--- config.mk ---
export PLATFORM = sky130hd
export DESIGN_NAME = pipeline_output_fifo
export DESIGN_NICKNAME = d
export VERILOG_FILES = /design/src/rtl/pipeline_output_fifo.sv
export SDC_FILE = /design/constraint.sdc
export NUM_CORES = 1
export LEC_CHECK = 0
export ABC_AREA = 1
export ABC_CLOCK_PERIOD_IN_PS = 3400
export CAP_MARGIN = 20
export CELL_PAD_IN_SITES_DETAIL_PLACEMENT = 1
export CELL_PAD_IN_SITES_GLOBAL_PLACEMENT = 2
export CORE_ASPECT_RATIO = 1.5
export CORE_MARGIN = 2
export CORE_UTILIZATION = 38
export DETAILED_ROUTE_END_ITERATION = 7
export DONT_BUFFER_PORTS = 1
export PLACE_DENSITY = 0.75
export SLEW_MARGIN = 20
export SYNTH_ARGS = -nofsm -noshare
export SYNTH_HDL_FRONTEND = slang
export SYNTH_SLANG_ARGS = --single-unit
--- constraint.sdc ---
create_clock -name clk -period 3.4 [get_ports clk]
set_clock_uncertainty 0.15 [all_clocks]
set_input_delay 0.34 -clock clk [delete_from_list [all_inputs] [get_ports clk]]
set_output_delay 0.34 -clock clk [all_outputs]
set_load 0.01 [all_outputs]
--- src/rtl/pipeline_output_fifo.sv ---
// Elastic valid/ready FIFO placed after single_stage_pipeline; reports occupancy.
// Optional zero-latency empty bypass is enabled with `define PIPE_FIFO_BYPASS_EN.
module pipeline_output_fifo #(
  parameter int DATA_WIDTH = 32,
  parameter int DEPTH      = 4
) (
  input  logic                     clk,
  input  logic                     rst,
  input  logic                     in_valid,
  output logic                     in_ready,
  input  logic [DATA_WIDTH-1:0]    in_data,
  output logic                     out_valid,
  input  logic                     out_ready,
  output logic [DATA_WIDTH-1:0]    out_data,
  output logic [$clog2(DEPTH):0]   count,
  output logic                     full,
  output logic                     empty
);
  localparam int ADDR_W = $clog2(DEPTH);
  localparam int CNT_W  = ADDR_W + 1;

  logic [DATA_WIDTH-1:0] mem [DEPTH];
  logic [ADDR_W-1:0]     wr_ptr_q, wr_ptr_d;
  logic [ADDR_W-1:0]     rd_ptr_q, rd_ptr_d;
  logic [CNT_W-1:0]      count_q, count_d;
  logic                  push, pop, mem_wr, mem_rd, bypass_valid;

  assign full     = (count_q == CNT_W'(DEPTH));
  assign empty    = (count_q == '0);
  assign count    = count_q;
  assign in_ready = !full && !rst;
  assign push     = in_valid && in_ready;

`ifdef PIPE_FIFO_BYPASS_EN
  assign bypass_valid = empty && in_valid && !rst;
`else
  assign bypass_valid = 1'b0;
`endif

  assign out_valid = (!empty && !rst) || bypass_valid;
  assign pop       = out_valid && out_ready;

  always_comb begin
    out_data = '0;
    if (!empty && !rst) begin
      out_data = mem[rd_ptr_q];
    end else if (bypass_valid) begin
      out_data = in_data;
    end
  end

  // A bypassed beat taken the same cycle never touches storage.
  assign mem_wr = push && !(bypass_valid && out_ready);
  assign mem_rd = pop && !empty;

  always_comb begin
    wr_ptr_d = wr_ptr_q + ADDR_W'(mem_wr);
    rd_ptr_d = rd_ptr_q + ADDR_W'(mem_rd);
    count_d  = count_q;
    case ({mem_wr, mem_rd})
      2'b10:   count_d = count_q + 1'b1;
      2'b01:   count_d = count_q - 1'b1;
      default: count_d = count_q;
    endcase
  end

  always_ff @(posedge clk) begin
    if (rst) begin
      wr_ptr_q <= '0;
      rd_ptr_q <= '0;
      count_q  <= '0;
    end else begin
      wr_ptr_q <= wr_ptr_d;
      rd_ptr_q <= rd_ptr_d;
      count_q  <= count_d;
    end
  end

  always_ff @(posedge clk) begin
    if (mem_wr) begin
      mem[wr_ptr_q] <= in_data;
    end
  end
endmodule

# After elaboration in Yosys (flattened, before gate mapping)
# Memories as Yosys holds them, arrays and structs flattened. A register that Yosys moved wholly into a read port is not among the register bits.
# Index checks and enable logic that the tools add are counted.
# W data, S select, Z words.
word_totals:
  ram_bits: 128
  inputBits: 36
  elab_cells: 26
  ff_bits: 7
  output_inout_bits: 39
  latch_bits: 0
  romBits: 0
  memories: 1
classes:
  eq_ne: 3
  magnitude_cmp: 0
  mul: 0
  bitwise: 0
  shift: 0
  div: 0
  add_sub_neg: 4
  muxes: 5
  reduce_logical: 10
memory_table:
  columns: ["memory", "depth", "width", "read_ports", "rd_ports_with_merged_regs", "write_ports", "line", "text"]
  rows:
  - ["mem", 4, 32, 1, 1, 1, "22", "logic [DATA_WIDTH-1:0] mem [DEPTH];"]
op_table:
  columns: ["operator", "count"]
  rows:
  - ["$mux W32", 1]
  - ["$pmux W3 S2", 1]
  - ["$logic_and A1 B1 Y1", 5]
  - ["$add A2 B1 Y2", 2]
  - ["$add A3 B1 Y3 const B", 1]
  - ["$eq A3 B3 Y1 const B", 1]
  - ["$logic_not A1 Y1", 3]
  - ["$logic_not A3 Y1", 1]
  - ["$sub A3 B1 Y3 const B", 1]
  - ["$eq A2 B1 Y1 const B", 1]
  - ["$eq A2 B2 Y1 const B", 1]
  - ["$mux W1", 2]
  - ["$mux W2", 1]
  - ["$reduce_bool A2 Y1", 1]

# Depth between registers and ports, before layout
depth:
  depth_word: 7
  depth_mapped: 14
  mapped_depth_nobuf: 13

# Worst setup path after synthesis
# No wires, ideal clock.
synth_path:
  path_type: "register -> register"
  startpoint: "register count_q[1], in the netlist count[1]"
  endpoint: "memory mem[0][0], enable pin"
  synth_period_minus_slack_ns: 3.526
  setup_ns: 0.461
  stages_incl_launch_ff: 5
  path_slack_ns: -0.126
  t_arrival_ns: 2.915
  path_cell_list: "dfxtp_1 > nor2_1 > nand2_1 > nand3_1 > nor3_1"
synth_via:
  elab_chain_len: 6
synth_rtl:
  columns: ["element", "line", "text"]
  rows:
  - ["start, declared", "25", "logic [CNT_W-1:0] count_q, count_d;"]
  - ["start signal, assigned", "75", "count_q <= count_d;"]
  - ["$eq A3 B3 Y1", "28", "assign full = (count_q == CNT_W'(DEPTH));"]
  - ["$logic_not A1 Y1", "31", "assign in_ready = !full && !rst;"]
  - ["$logic_and A1 B1 Y1", "31", null]
  - ["$logic_and A1 B1 Y1", "32", "assign push = in_valid && in_ready;"]
  - ["$mux W1", "80", "if (mem_wr) begin"]
  - ["$mux W1 (not written as such)", "81", "mem[wr_ptr_q] <= in_data;"]
  - ["end, declared", "22", null]
# No other way between the ends.

==> flow_summary.html <==
<table>
<tr><th>Metric</th><th>Value</th></tr>
<tr><th colspan="2">Critical path</th></tr>
<tr><td>Largest fanout on the critical path</td><td>50</td></tr>
<tr><td>Critical path's largest stage delay</td><td>0.67 ns</td></tr>
<tr><td>Crit-path leading delay family</td><td>buffers and inverters</td></tr>
<tr><td>Ordered list of cells on the worst path</td><td>inv_2, buf_4, nand2_1, a21oi_1</td></tr>
<tr><td>Worst endpoint required time</td><td>2.91 ns</td></tr>
<tr><td>Type of destination of the critical path</td><td>output pin</td></tr>
<tr><td>Critical Path AT</td><td>2.17 ns</td></tr>
<tr><td>CP Class</td><td>reg2out</td></tr>
<tr><td>Slowest library cell on the worst path</td><td>inv_2</td></tr>
<tr><td>Crit path launch type</td><td>flip-flop</td></tr>
<tr><td>Combined buffer and inverter count along the critical path</td><td>2</td></tr>
<tr><th colspan="2">Global route</th></tr>
<tr><td>Remaining Overflow, GRT</td><td>0</td></tr>
<tr><td>Overall track demand over capacity in global routing</td><td>17.4%</td></tr>
<tr><td>Antenna violations before repair</td><td>0</td></tr>
<tr><td>Pin count of the biggest net entering global routing</td><td>66</td></tr>
<tr><td>Vias in the first global route</td><td>3792</td></tr>
<tr><td>Global-route wire length before repair</td><td>19.6 mm</td></tr>
<tr><th colspan="2">Drt</th></tr>
<tr><td>Overall routed net length</td><td>12.3 mm</td></tr>
<tr><td>DRC violation total after the first TritonRoute iteration</td><td>131</td></tr>
<tr><td>Antenna-violating nets left</td><td>0</td></tr>
<tr><td>Via count</td><td>3494</td></tr>
<tr><td>Number of detailed-routing iterations run before antenna repair</td><td>4</td></tr>
<tr><td>Remaining DRCs</td><td>0</td></tr>
<tr><td>Vias/cell</td><td>4.90</td></tr>
<tr><td>Wire length per cell</td><td>17.3 um</td></tr>
<tr><th colspan="2">Timing</th></tr>
<tr><td>Final Hold Slack</td><td>0.0375 ns</td></tr>
<tr><td>Final count of hold timing violations</td><td>0</td></tr>
<tr><td>Final max-slew violation count</td><td>0</td></tr>
<tr><td>RSZ-0062 raised after global routing</td><td>false</td></tr>
<tr><td>Period minus WS final</td><td>2.66 ns</td></tr>
<tr><td>Worst slew slack as a fraction of its limit</td><td>38.5%</td></tr>
<tr><td>Post-route fraction of the period consumed by the critical path</td><td>78.2%</td></tr>
<tr><td>Slew at the pin closest to its max-slew limit</td><td>0.922 ns</td></tr>
<tr><td>Final setup violation count</td><td>0</td></tr>
<tr><td>Top achievable clock speed</td><td>0.376 GHz</td></tr>
<tr><th colspan="2">Logic synthesis</th></tr>
<tr><td>Average cell area after synthesis</td><td>11.7 um2</td></tr>
<tr><td>Post-synth cell types</td><td>22</td></tr>
<tr><td>Post-Syn Area</td><td>5450 um2</td></tr>
<tr><td>Most used standard cell by instance count after synthesis</td><td>nand2_1</td></tr>
<tr><td>Total nets after synthesis</td><td>504</td></tr>
<tr><td>Most instantiated cells after synthesis</td><td>nand2_1, edfxtp_1, nor2_1, a21oi_1, o21ai_1</td></tr>
<tr><td>Sequential cell area fraction in the yosys report</td><td>73.1%</td></tr>
<tr><td>Cells after Synth</td><td>464</td></tr>
<tr><td>Synthesis Warnings</td><td>0</td></tr>
<tr><td>Number of flops mapped to enable cells by yosys</td><td>128</td></tr>
<tr><td>Leading cell types by total area after synthesis</td><td>edfxtp_1, nand2_1, nor2_1, a21oi_1, dfxtp_1</td></tr>
<tr><td>Main flop type after synthesis</td><td>edfxtp_1</td></tr>
<tr><td>Number of flip-flops and latches in the synthesized netlist</td><td>135</td></tr>
<tr><td>Fraction of post-synthesis cell area in the top cell type by area</td><td>70.5%</td></tr>
<tr><td>Fraction of registers with async set/reset</td><td>0%</td></tr>
<tr><td>Library cell with the largest summed area after synthesis</td><td>edfxtp_1</td></tr>
<tr><th colspan="2">Cells and area</th></tr>
<tr><td>Layout cells sized above 1</td><td>10.2%</td></tr>
<tr><td>Non-filler cells in the finished layout</td><td>713</td></tr>
<tr><td>Finished layout cell area</td><td>6620 um2</td></tr>
<tr><td>Post-layout nets</td><td>548</td></tr>
<tr><td>Count of inserted antenna diode cells</td><td>0</td></tr>
<tr><td>Final core utilization</td><td>47.3%</td></tr>
<tr><td>Synthesis-to-finish area growth</td><td>21.4%</td></tr>
<tr><th colspan="2">Power</th></tr>
<tr><td>PD cells</td><td>624 nW/um2</td></tr>
<tr><td>Worst ir drop on vdd</td><td>0.000339 V</td></tr>
<tr><td>Total leakage power</td><td>0.00246 uW</td></tr>
<tr><th colspan="2">Run status</th></tr>
<tr><td>Status</td><td>complete, no violations</td></tr>
<tr><th colspan="2">Placed design</th></tr>
<tr><td>Area post-placement</td><td>5660 um2</td></tr>
<tr><td>IO Port Bufs</td><td>0</td></tr>
<tr><td>Last weighted congestion value of the routability-driven placer</td><td>0.688</td></tr>
<tr><td>Half-perimeter wire length after detailed placement</td><td>7.46 mm</td></tr>
<tr><td>Count of placed standard cells including taps</td><td>648</td></tr>
<tr><th colspan="2">Floorplanning</th></tr>
<tr><td>Die ar.</td><td>15300 um2</td></tr>
<tr><td>Number of placed I/O pins</td><td>75</td></tr>
<tr><td>Die Span Y</td><td>151 um</td></tr>
<tr><td>Initial Util</td><td>39.0%</td></tr>
<tr><td>Placeable Area</td><td>14000 um2</td></tr>
<tr><td>Count of standard-cell rows</td><td>53</td></tr>
<tr><td>Chip width</td><td>102 um</td></tr>
<tr><th colspan="2">CTS</th></tr>
<tr><td>Buffer cell driving the clock tree root</td><td>clkbuf_16</td></tr>
<tr><td>Post-cts repair resize count</td><td>0</td></tr>
<tr><td>Number of clock buffers inserted by TritonCTS</td><td>17</td></tr>
<tr><td>Num Clock Sinks</td><td>135</td></tr>
<tr><td>Clock H-tree levels</td><td>4</td></tr>
<tr><td>CTS tree</td><td>done</td></tr>
<tr><td>Clock transition time at the flip-flop clock pins of the worst setup and hold paths</td><td>0.06 ns</td></tr>
<tr><td>Hold buffer count at cts</td><td>33</td></tr>
<tr><td># Post-CTS Setup Buffers</td><td>0</td></tr>
<tr><td>Clock Path Buffers</td><td>2</td></tr>
<tr><td>Clock network latency to the later pin of the worst-skew pair</td><td>0.41 ns</td></tr>
<tr><th colspan="2">Hold path</th></tr>
<tr><td>Kind of path behind the tightest hold check</td><td>in2reg</td></tr>
<tr><th colspan="2">Flow run</th></tr>
<tr><td>Maxcap violations</td><td>0</td></tr>
</table>
[kinds of logic after synthesis]
kind of cell,after synthesis,synth area share (%)
AND/OR/NAND/NOR,213,14.8
adder cells (fa/ha/maj),4,1.06
AO/OA/AOI/OAI,69,6.54
buffers and inverters,41,4.15
flip-flops,135,73.1
XOR/XNOR,2,0.321
[where the power goes]
part,internal (uW),switching [uW]
combinational,97.5,238
clock,1230,683
sequential,1870,19.0
[layout make-up]
class                      instances  area (um2)
clock buffer                      17         425
inverter                          19        71.3
sequential                       135        3990
tap                              192         240
clock inverter                    15         200
fill                            1479        7370
multi-input combinational        288        1260
timing repair buffer              47         435
[tightest hold or removal path, delay by kind of cell]
family                 cells  cell delay [ns]
AND/OR/NAND/NOR            2             0.12
buffers and inverters      1             0.09
[through the flow]
stage / setup TNS, ns / total power (uW) / worst slack (ns)
5_1_grt: 0 / 4300 / 0.582
2_1_floorplan: -16.14 / 2150 / -0.126
6_report: 0 / 4130 / 0.740
4_1_cts: 0 / 4180 / 0.655
3_3_place_gp: 0 / 2200 / 1.14
3_5_place_dp: 0 / 2220 / 1.11
[worst paths after layout]
check / slack, ns / depth (start not counted) / startpoint / end
worst max-delay path: 0.74 / 4 / rd_ptr_q[1] / out_data[5]
worst min-delay path: 0.04 / 3 / rst / count[2]
worst max register to register: 1.17 / 11 / count[2] / count[2]
worst min register to register: 0.41 / 2 / rd_ptr_q[1] / rd_ptr_q[1]
[layout by cell type (no fill, tap or decap), types with 4 or more instances in the layout]
cell	count
edfxtp_1	128
bufinv_16	4
nor3_2	4
clkbuf_16	17
a21oi_1	34
nand2_1	133
dfxtp_1	6
inv_1	16
buf_4	14
o21ai_0	6
nor2_1	73
o21ai_1	28
dlygate4sd3_1	33
clkinvlp_4	5
[state kept, by name, indices dropped and copies added, names as in the netlist]
| name | cells |
|---|---|
| rd_ptr_q | 2 |
| wr_ptr_q | 2 |
| mem | 128 |
| count | 3 |
[metal layers]
layer | up-vias | GRT usage, % | routed length, um
li1 | 1666 | - | -
met1 | 1751 | 18.4 | 4690
met2 | 64 | 32.7 | 7000
met3 | 13 | 4.97 | 507
met4 | 0 | 5.47 | 149
met5 | - | 0 | 0
(Power assumes the default switching activity.)
